===== config.mk =====
export PLATFORM = sky130hd
export DESIGN_NAME = pe_mac_acc_param
export DESIGN_NICKNAME = d
export VERILOG_FILES = /design/src/rtl/pe_mac_acc_param.sv
export SDC_FILE = /design/constraint.sdc
export NUM_CORES = 2
export LEC_CHECK = 0
export CAP_MARGIN = 20
export CORE_ASPECT_RATIO = 0.6
export CORE_UTILIZATION = 64
export DETAILED_ROUTE_END_ITERATION = 6
export GPL_TIMING_DRIVEN = 0
export PLACE_DENSITY = 0.82
export RECOVER_POWER = 25
export SLEW_MARGIN = 20
export SYNTH_ARGS = -nofsm -noshare
export SYNTH_HDL_FRONTEND = slang
export SYNTH_SLANG_ARGS = --single-unit

===== constraint.sdc =====
create_clock -name clk -period 4.9 [get_ports clk]
set_input_delay 1.47 -clock clk [delete_from_list [all_inputs] [get_ports clk]]
set_output_delay 1.47 -clock clk [all_outputs]
set_load 0.02 [all_outputs]

===== src/rtl/pe_mac_acc_param.sv =====
// pe_mac_acc_param
//   Processing element for one output-channel lane. Each accepted beat forms
//   an N_CELL-wide signed dot product; beats of a group (1..8 beats) are summed
//   at full ACC_BIT precision on top of the group bias. The finished group is
//   arithmetically right-shifted by BASE_SHIFT+bound_level, saturated to
//   OUT_BIT signed, optionally ReLU'd, and presented with a valid/ready handshake.
//
//   Ports
//     clk          clock, rising edge
//     reset        asynchronous active-low reset
//     clr          synchronous flush of partial group, stage 1 and output
//     in, weight   N_CELL packed signed CELL_BIT elements (cell k at [k*CELL_BIT +: CELL_BIT])
//     bias         signed group bias, sampled on the first beat
//     step         group length minus one, sampled on the first beat
//     bound_level  extra right shift, sampled on the first beat
//     relu_en      clamp negative results to zero, sampled on the first beat
//     in_valid     beat present
//     in_ready     beat accepted when in_valid & in_ready
//     out          signed requantised result
//     out_valid    result present, held until out_ready
//     out_ready    downstream accepts
//     out_sat      result was clipped by saturation
module pe_mac_acc_param #(
  parameter int CELL_BIT   = 8,
  parameter int N_CELL     = 9,
  parameter int BIAS_BIT   = 16,
  parameter int ACC_BIT    = 24,
  parameter int OUT_BIT    = 8,
  parameter int BASE_SHIFT = 4
) (
  input  logic                       clk,
  input  logic                       reset,
  input  logic                       clr,
  input  logic [CELL_BIT*N_CELL-1:0] in,
  input  logic [CELL_BIT*N_CELL-1:0] weight,
  input  logic [BIAS_BIT-1:0]        bias,
  input  logic [2:0]                 step,
  input  logic [2:0]                 bound_level,
  input  logic                       relu_en,
  input  logic                       in_valid,
  output logic                       in_ready,
  output logic [OUT_BIT-1:0]         out,
  output logic                       out_valid,
  input  logic                       out_ready,
  output logic                       out_sat
);

  localparam logic signed [ACC_BIT-1:0] SAT_MAX = ACC_BIT'((1 << (OUT_BIT-1)) - 1);
  localparam logic signed [ACC_BIT-1:0] SAT_MIN = ~SAT_MAX;

  logic                       advance, accept, first, last;
  logic [2:0]                 cnt, step_l, bound_l, step_g, bound_g;
  logic [BIAS_BIT-1:0]        bias_l, bias_g;
  logic                       relu_l, relu_g;
  logic signed [ACC_BIT-1:0]  dot;

  logic                       s1_valid, s1_first, s1_last, s1_relu;
  logic signed [ACC_BIT-1:0]  s1_sum;
  logic [BIAS_BIT-1:0]        s1_bias;
  logic [2:0]                 s1_bound;

  logic signed [ACC_BIT-1:0]  acc, acc_n, bias_ext, shifted;
  logic [4:0]                 shamt;
  logic                       clip;
  logic [OUT_BIT-1:0]         sat_val, q;

  assign advance  = ~out_valid | out_ready;
  assign in_ready = advance;
  assign accept   = in_valid & advance & ~clr;
  assign first    = (cnt == 3'd0);

  // Group controls come straight from the ports on the first beat and from
  // the latched copies afterwards, so mid-group port changes are ignored.
  assign step_g  = first ? step        : step_l;
  assign bias_g  = first ? bias        : bias_l;
  assign bound_g = first ? bound_level : bound_l;
  assign relu_g  = first ? relu_en     : relu_l;
  assign last    = (cnt == step_g);

  always_comb begin
    logic signed [CELL_BIT-1:0]   a, b;
    logic signed [2*CELL_BIT-1:0] prod;
    logic signed [ACC_BIT-1:0]    prod_ext;
    a        = '0;
    b        = '0;
    prod     = '0;
    prod_ext = '0;
    dot      = '0;
    for (int unsigned k = 0; k < N_CELL; k++) begin
      a        = in[k*CELL_BIT +: CELL_BIT];
      b        = weight[k*CELL_BIT +: CELL_BIT];
      prod     = a * b;
      prod_ext = prod;
      dot      = dot + prod_ext;
    end
  end

  always_ff @(posedge clk or negedge reset) begin
    if (!reset) begin
      cnt     <= '0;
      step_l  <= '0;
      bias_l  <= '0;
      bound_l <= '0;
      relu_l  <= 1'b0;
    end else if (clr) begin
      cnt <= '0;
    end else if (accept) begin
      cnt <= last ? 3'd0 : cnt + 3'd1;
      if (first) begin
        step_l  <= step;
        bias_l  <= bias;
        bound_l <= bound_level;
        relu_l  <= relu_en;
      end
    end
  end

  always_ff @(posedge clk or negedge reset) begin
    if (!reset) begin
      s1_valid <= 1'b0;
      s1_sum   <= '0;
      s1_first <= 1'b0;
      s1_last  <= 1'b0;
      s1_bias  <= '0;
      s1_bound <= '0;
      s1_relu  <= 1'b0;
    end else if (clr) begin
      s1_valid <= 1'b0;
    end else if (advance) begin
      s1_valid <= accept;
      if (accept) begin
        s1_sum   <= dot;
        s1_first <= first;
        s1_last  <= last;
        s1_bias  <= bias_g;
        s1_bound <= bound_g;
        s1_relu  <= relu_g;
      end
    end
  end

  always_comb begin
    bias_ext = ACC_BIT'($signed(s1_bias));
    acc_n    = (s1_first ? bias_ext : acc) + s1_sum;
    shamt    = 5'(BASE_SHIFT) + {2'b00, s1_bound};
    shifted  = acc_n >>> shamt;
    clip     = 1'b0;
    sat_val  = shifted[OUT_BIT-1:0];
    if (shifted > SAT_MAX) begin
      clip    = 1'b1;
      sat_val = {1'b0, {(OUT_BIT-1){1'b1}}};
    end else if (shifted < SAT_MIN) begin
      clip    = 1'b1;
      sat_val = {1'b1, {(OUT_BIT-1){1'b0}}};
    end
    q = (s1_relu && sat_val[OUT_BIT-1]) ? '0 : sat_val;
  end

  // A consume and a new result in the same cycle simply reload out with
  // out_valid kept high; without a new result, advancing drops out_valid.
  always_ff @(posedge clk or negedge reset) begin
    if (!reset) begin
      acc       <= '0;
      out       <= '0;
      out_valid <= 1'b0;
      out_sat   <= 1'b0;
    end else if (clr) begin
      acc       <= '0;
      out_valid <= 1'b0;
      out_sat   <= 1'b0;
    end else if (advance) begin
      if (s1_valid) acc <= acc_n;
      if (s1_valid && s1_last) begin
        out       <= q;
        out_sat   <= clip;
        out_valid <= 1'b1;
      end else begin
        out_valid <= 1'b0;
      end
    end
  end

endmodule


=== Word-level counts from Yosys, hierarchy flattened ===
Cells that the tools add are included.

* Flip-flop bits (word level): 107
* Input bits: 172
* Output and inout port bits: 11

* Add/subtract/negate cells: 11
* $mul: 9
* Magnitude comparators: 2
* Equal/unequal tests: 1
* Shifts and indexed selects: 1
* Muxes and demuxes: 24
* Bitwise logic cells: 5
* Reductions and logical operators: 12

{| class="wikitable"
|+ Operators by type and width
! cell !! count
|-
| $mul 8x8->16 || 9
|-
| $mux 24 || 4
|-
| $add 23x16->24 || 1
|-
| $add 24x24->24 || 1
|-
| $gt 24x8->1 const B || 1
|-
| $lt 24x8->1 const B || 1
|-
| $mux 8 || 3
|-
| $sshr 24x4->24 || 1
|-
| $add 22x16->23 || 1
|-
| $add 21x16->22 || 1
|-
| $add 20x16->21 || 1
|-
| $add 19x16->20 || 1
|-
| $add 18x16->19 || 1
|-
| $add 17x16->18 || 1
|-
| $add 16x16->17 || 1
|-
| $mux 16 || 1
|-
| $mux 3 || 5
|-
| $mux 1 || 11
|-
| $reduce_bool 2->1 || 4
|-
| $reduce_and 2->1 || 3
|-
| $reduce_and 3->1 || 2
|-
| $add 3x3->4 const A || 1
|-
| $add 3x1->3 const B || 1
|-
| $eq 3x3->1 || 1
|-
| 5 further kinds || 8
|}

=== Depth between registers and ports, before layout ===
* Depth after elaboration: 9
* Depth in mapped cells: 31
* Depth with buffers taken out: 31

=== Worst setup path before layout ===
Ideal clock, no wire load.

* Path kind: input to register
* Start point: in in[23]
* End point: reg s1_sum[23]
* Library setup time: 69 ps
* Arrival time: 9053 ps
* Slack: -4222 ps
* Cell stages on the path: 26
* Cells stage by stage: clkbuf_1 nand2_1 fa_1 inv_1 fa_1 inv_1 fa_1 inv_1 fa_1 fa_1 fa_1 fa_1 fa_1 fa_1 inv_1 fa_1 inv_1 ha_1 or2_2 a21oi_1 a21oi_1 a41oi_1 o21ai_0 a221o_1 a2111o_1 nand3_1

* Longest elaborated chain between the ends: 8

{| class="wikitable"
|+ Ends and longest elaborated chain
! item !! RTL line !! RTL
|-
| from (decl) || 34 || <nowiki>input logic [CELL_BIT*N_CELL-1:0] in,</nowiki>
|-
| $mul 8x8->16 || 92 || <nowiki>prod = a * b;</nowiki>
|-
| $add 17x16->18 || 94 || <nowiki>dot = dot + prod_ext;</nowiki>
|-
| $add 18x16->19 || 94 ||
|-
| $add 19x16->20 || 94 ||
|-
| $add 20x16->21 || 94 ||
|-
| $add 21x16->22 || 94 ||
|-
| $add 22x16->23 || 94 ||
|-
| $add 23x16->24 || 94 ||
|-
| to (signal assigned) || 132 || <nowiki>s1_sum <= dot;</nowiki>
|-
| to (decl) || 58 || <nowiki>logic signed [ACC_BIT-1:0] s1_sum;</nowiki>
|}

Every way passes these cells.
A chain may end at the register's enable or synchronous reset.

=== Final worst setup path ===
* Start point: in weight[24]
* End point: reg s1_sum[17]

* Longest elaborated chain between the ends: 7

{| class="wikitable"
|+ Ends and longest elaborated chain
! item !! RTL line !! RTL
|-
| from (decl) || 35 || <nowiki>input logic [CELL_BIT*N_CELL-1:0] weight,</nowiki>
|-
| $mul 8x8->16 || 92 ||
|-
| $add 18x16->19 || 94 ||
|-
| $add 19x16->20 || 94 ||
|-
| $add 20x16->21 || 94 ||
|-
| $add 21x16->22 || 94 ||
|-
| $add 22x16->23 || 94 ||
|-
| $add 23x16->24 || 94 ||
|}

Every way passes these cells.

==> results.txt <==
----------------------------------------------------
[STA]
  Total negative slack for setup checks ... -72,800 ps
  Total setup violations reported at the end of the flow ... 22
  Max Slew Vio Count ... 58
  Highest achievable clock rate ... 113 MHz
  Crit path setup slack, layout ... -3990 ps
  Slew margin rel. ... -124%
  Worst clock skew on the final layout ... 11.1 ps
  Hold slack ... 489 ps
  Tcrit/Tclk final ... 181%
  Slew at the pin closest to its max-slew limit ... 3360 ps
  Post-route minimum period ... 8890 ps
  Final hold violation count ... 0
  Setup repair after global routing missed its margin ... true

[Logic synthesis]
  Async SR Flop Fraction ... 100%
  Synth Warn # ... 0
  Sequential share of the synthesized area ... 8.17%
  Syn Area/Cell ... 9.74 µm²
  Post-synthesis register bit count ... 107
  Number of synthesized flops with an enable pin ... 0
  Cell types with the largest area share after synthesis ... sky130_fd_sc_hd__fa_1, sky130_fd_sc_hd__inv_1, sky130_fd_sc_hd__ha_1, sky130_fd_sc_hd__dfrtp_1, sky130_fd_sc_hd__and2_1
  Post-Syn Area ... 0.0328 mm²
  Most numerous cell in the Yosys netlist ... sky130_fd_sc_hd__inv_1
  Leading cell types by count after synthesis ... sky130_fd_sc_hd__inv_1, sky130_fd_sc_hd__fa_1, sky130_fd_sc_hd__nand2_1
  Primary flip-flop cell chosen by synthesis mapping ... sky130_fd_sc_hd__dfrtp_1
  Number of distinct library cells after synthesis ... 83
  Post-Syn Instances ... 3,363
  Syn_nets ... 4,565
  Cell accounting for the most synthesized area ... sky130_fd_sc_hd__fa_1
  Fraction of post-synthesis cell area in the top cell type by area ... 49.4%

[Die]
  Core Area ... 0.0500 mm²
  Starting utilization of the core area ... 65.6%
  DIE AREA ... 0.0521 mm²
  FP Rows ... 63
  Number of placed I/O pins ... 183
  DIE HEIGHT ... 177 µm
  Die width ... roughly 300 µm

[Clock network]
  Largest buffer count on any clock path ... 2
  Clock latency at the later pin of the worst-skew pair ... ~380 ps
  Total number of clock tree sinks ... 107
  Root Driver ... sky130_fd_sc_hd__clkbuf_16
  CTS tree ... done
  Number of buffers added to fix hold violations after cts ... 0
  CTS HTree Levels ... 3
  CTS Buf Count ... 9
  Clock transition at the register clock pins on the worst setup and hold paths after CTS ... 80 ps

[Flow run]
  Max-capacitance violation count ... 1

[Place]
  Count of input and output buffers ... 177
  DP Wirelength ... roughly 80 mm
  Placed instance count ... 4,224
  Placement-stage cell area ... 0.0357 mm²
  Global placement routability congestion ... 1.08

[Cells and area]
  Share of final-layout standard cells stronger than drive strength 1 ... 15.2%
  Post-Layout Inst Area ... 0.0373 mm²
  Area of the multi-input gates ... 0.0276 mm²
  Synthesis-to-finish area growth ... 14.0%
  Count of placed standard cells in the final layout, fillers left out ... around 4,300
  # fillers ... 3,396
  Area used by sequential logic in the layout ... 0.00268 mm²
  Count of nets after finishing ... between 4,000 and 5,000

[Global route]
  Pin count of the biggest net entering global routing ... between 50 and 60
  Number of antenna violations at the first check in global routing ... 4
  Via count of the first global-routing pass ... roughly 25,000
  Total grt overflow ... 0
  Global-route wire length before repair ... 146 mm
  Overall fraction of global-route tracks in use ... 37.9%

[Route]
  Length of routed wiring on met1 ... about 41 mm
  DR vias/cell ... 5.69
  Antenna viol nets, final ... 0
  Met2 routed wirelength ... roughly 37 mm
  Final WL ... ~95 mm
  Via count of the routed design ... 24,400
  Wire per inst ... roughly 22 µm
  Top Layer Used ... met5
  Drt first pass iters ... 6
  DRT iter0 DRCs ... 2,342
  Remaining DRCs ... 0
  Length of routed met3 wiring ... approximately 15 mm

[Worst setup path]
  Category of the worst setup path capture point ... register
  Worst endpoint required time ... roughly 5100 ps
  Delay of the slowest critical-path stage ... 560 ps
  Critical path start-end classification ... primary input to register
  Most frequent CP cell ... sky130_fd_sc_hd__fa_1
  Worst-path cell with the longest stage delay ... sky130_fd_sc_hd__fa_1
  Type of element launching the critical path ... primary input
  Worst EP arrival ... 9130 ps
  Worst-path fanout max ... 6

[Hold path]
  Min-delay worst type ... register to register

[Outcome]
  Run status ... finished, violations left
  Violations in the final reports ... capacitance limit, slew limit, setup timing

----------------------------------------------------
kinds of logic after synthesis:
logic type	after synthesis	synth area share, %
adder cells (fa/ha/maj)	1030	57.9
buffers and inverters	975	11.2
AND/OR/NAND/NOR	864	13.5
AO/OA/AOI/OAI	271	5.60
flip-flops	107	8.17
multiplexers	79	2.66
XOR/XNOR	37	0.989
per-layer routing:
layer  track usage (%)  up-vias
met4              5.73        2
met5              2.91        -
met2              47.3     1550
met1              59.8    12300
met3              17.6      128
li1                  -    10500
layout make-up:
cell class,count,area share [%]
buffer,55,0.727
multi-input combinational,2281,73.8
clock inverter,7,0.224
timing repair buffer,229,5.84
inverter,920,9.29
antenna,5,0.0335
sequential,107,7.17
tap,682,2.28
clock buffer,9,0.603
state kept, by name, indices dropped and copies added, names as in the netlist:
| register | count |
|---|---|
| step_l | 3 |
| s1_last | 1 |
| s1_first | 1 |
| bias_l | 16 |
| s1_valid | 1 |
| s1_bound | 3 |
| out | 8 |
| acc | 24 |
| bound_l | 3 |
| relu_l | 1 |
| s1_bias | 16 |
| out_sat | 1 |
| cnt | 3 |
| out_valid | 1 |
| s1_relu | 1 |
| s1_sum | 24 |
per-stage QoR:
| step | utilization [%] | setup WS (ps) |
|---|---|---|
| floorplan | - | -3730 |
| global placement | 71.3 | -5450 |
| detailed placement | 71.4 | -5530 |
| CTS | 73.0 | -3890 |
| global route | 74.7 | -4170 |
| finish | 74.7 | -3990 |
critical path: cells and delay by family:
kind | cells | cell delay (ps)
adders and majority gates | 11 | 5340
buffers and inverters | 9 | 710
AOI/OAI and AO/OA | 8 | 1140
and+or+nand+nor | 2 | 300
xor gates and xnor gates | 1 | 150
cells in the final DEF (no fill, tap or decap), types with 19 or more instances in the layout:
master                            count
sky130_fd_sc_hd__fa_2                38
sky130_fd_sc_hd__and2_4              43
sky130_fd_sc_hd__nand3_1             19
sky130_fd_sc_hd__nand2_1            295
sky130_fd_sc_hd__clkdlybuf4s50_1     37
sky130_fd_sc_hd__nor2_1              57
sky130_fd_sc_hd__clkbuf_1            35
sky130_fd_sc_hd__inv_1              875
sky130_fd_sc_hd__buf_6               58
sky130_fd_sc_hd__nand2b_1            28
sky130_fd_sc_hd__buf_2               28
sky130_fd_sc_hd__buf_4               78
sky130_fd_sc_hd__ha_1               198
sky130_fd_sc_hd__and2_1             278
sky130_fd_sc_hd__a21oi_1             51
sky130_fd_sc_hd__dfrtp_1            107
sky130_fd_sc_hd__o21ai_0             57
sky130_fd_sc_hd__nand2_2             23
sky130_fd_sc_hd__inv_2               39
sky130_fd_sc_hd__nor2b_1             32
sky130_fd_sc_hd__mux2i_1             32
sky130_fd_sc_hd__fa_1               771
sky130_fd_sc_hd__ha_4                22
sky130_fd_sc_hd__mux2_2              45
repair_timing:
action | 4_1_cts | 5_1_grt
pin swaps | 122 | 110
resized for setup | 986 | 221
buffers inserted | 26 | 26
endpoints found under the setup margin | 31 | 31
path summary, 6_finish.rpt:
path	start	endpoint	slack [ps]	cells after the start
max in group asynchronous	reset	out[5]	780	1
worst min-delay path	s1_bias[13]	s1_bias[13]	490	2
worst max-delay path	weight[24]	s1_sum[17]	-3990	31
worst max register to register	s1_first	out[0]	100	15
worst min register to register	s1_bias[13]	s1_bias[13]	490	2
min in group asynchronous	reset	step_l[1]	2220	1
Power is left out: the tool's default activity adds up to more than one toggle a clock period on the data nets, which glitch-free logic cannot reach.
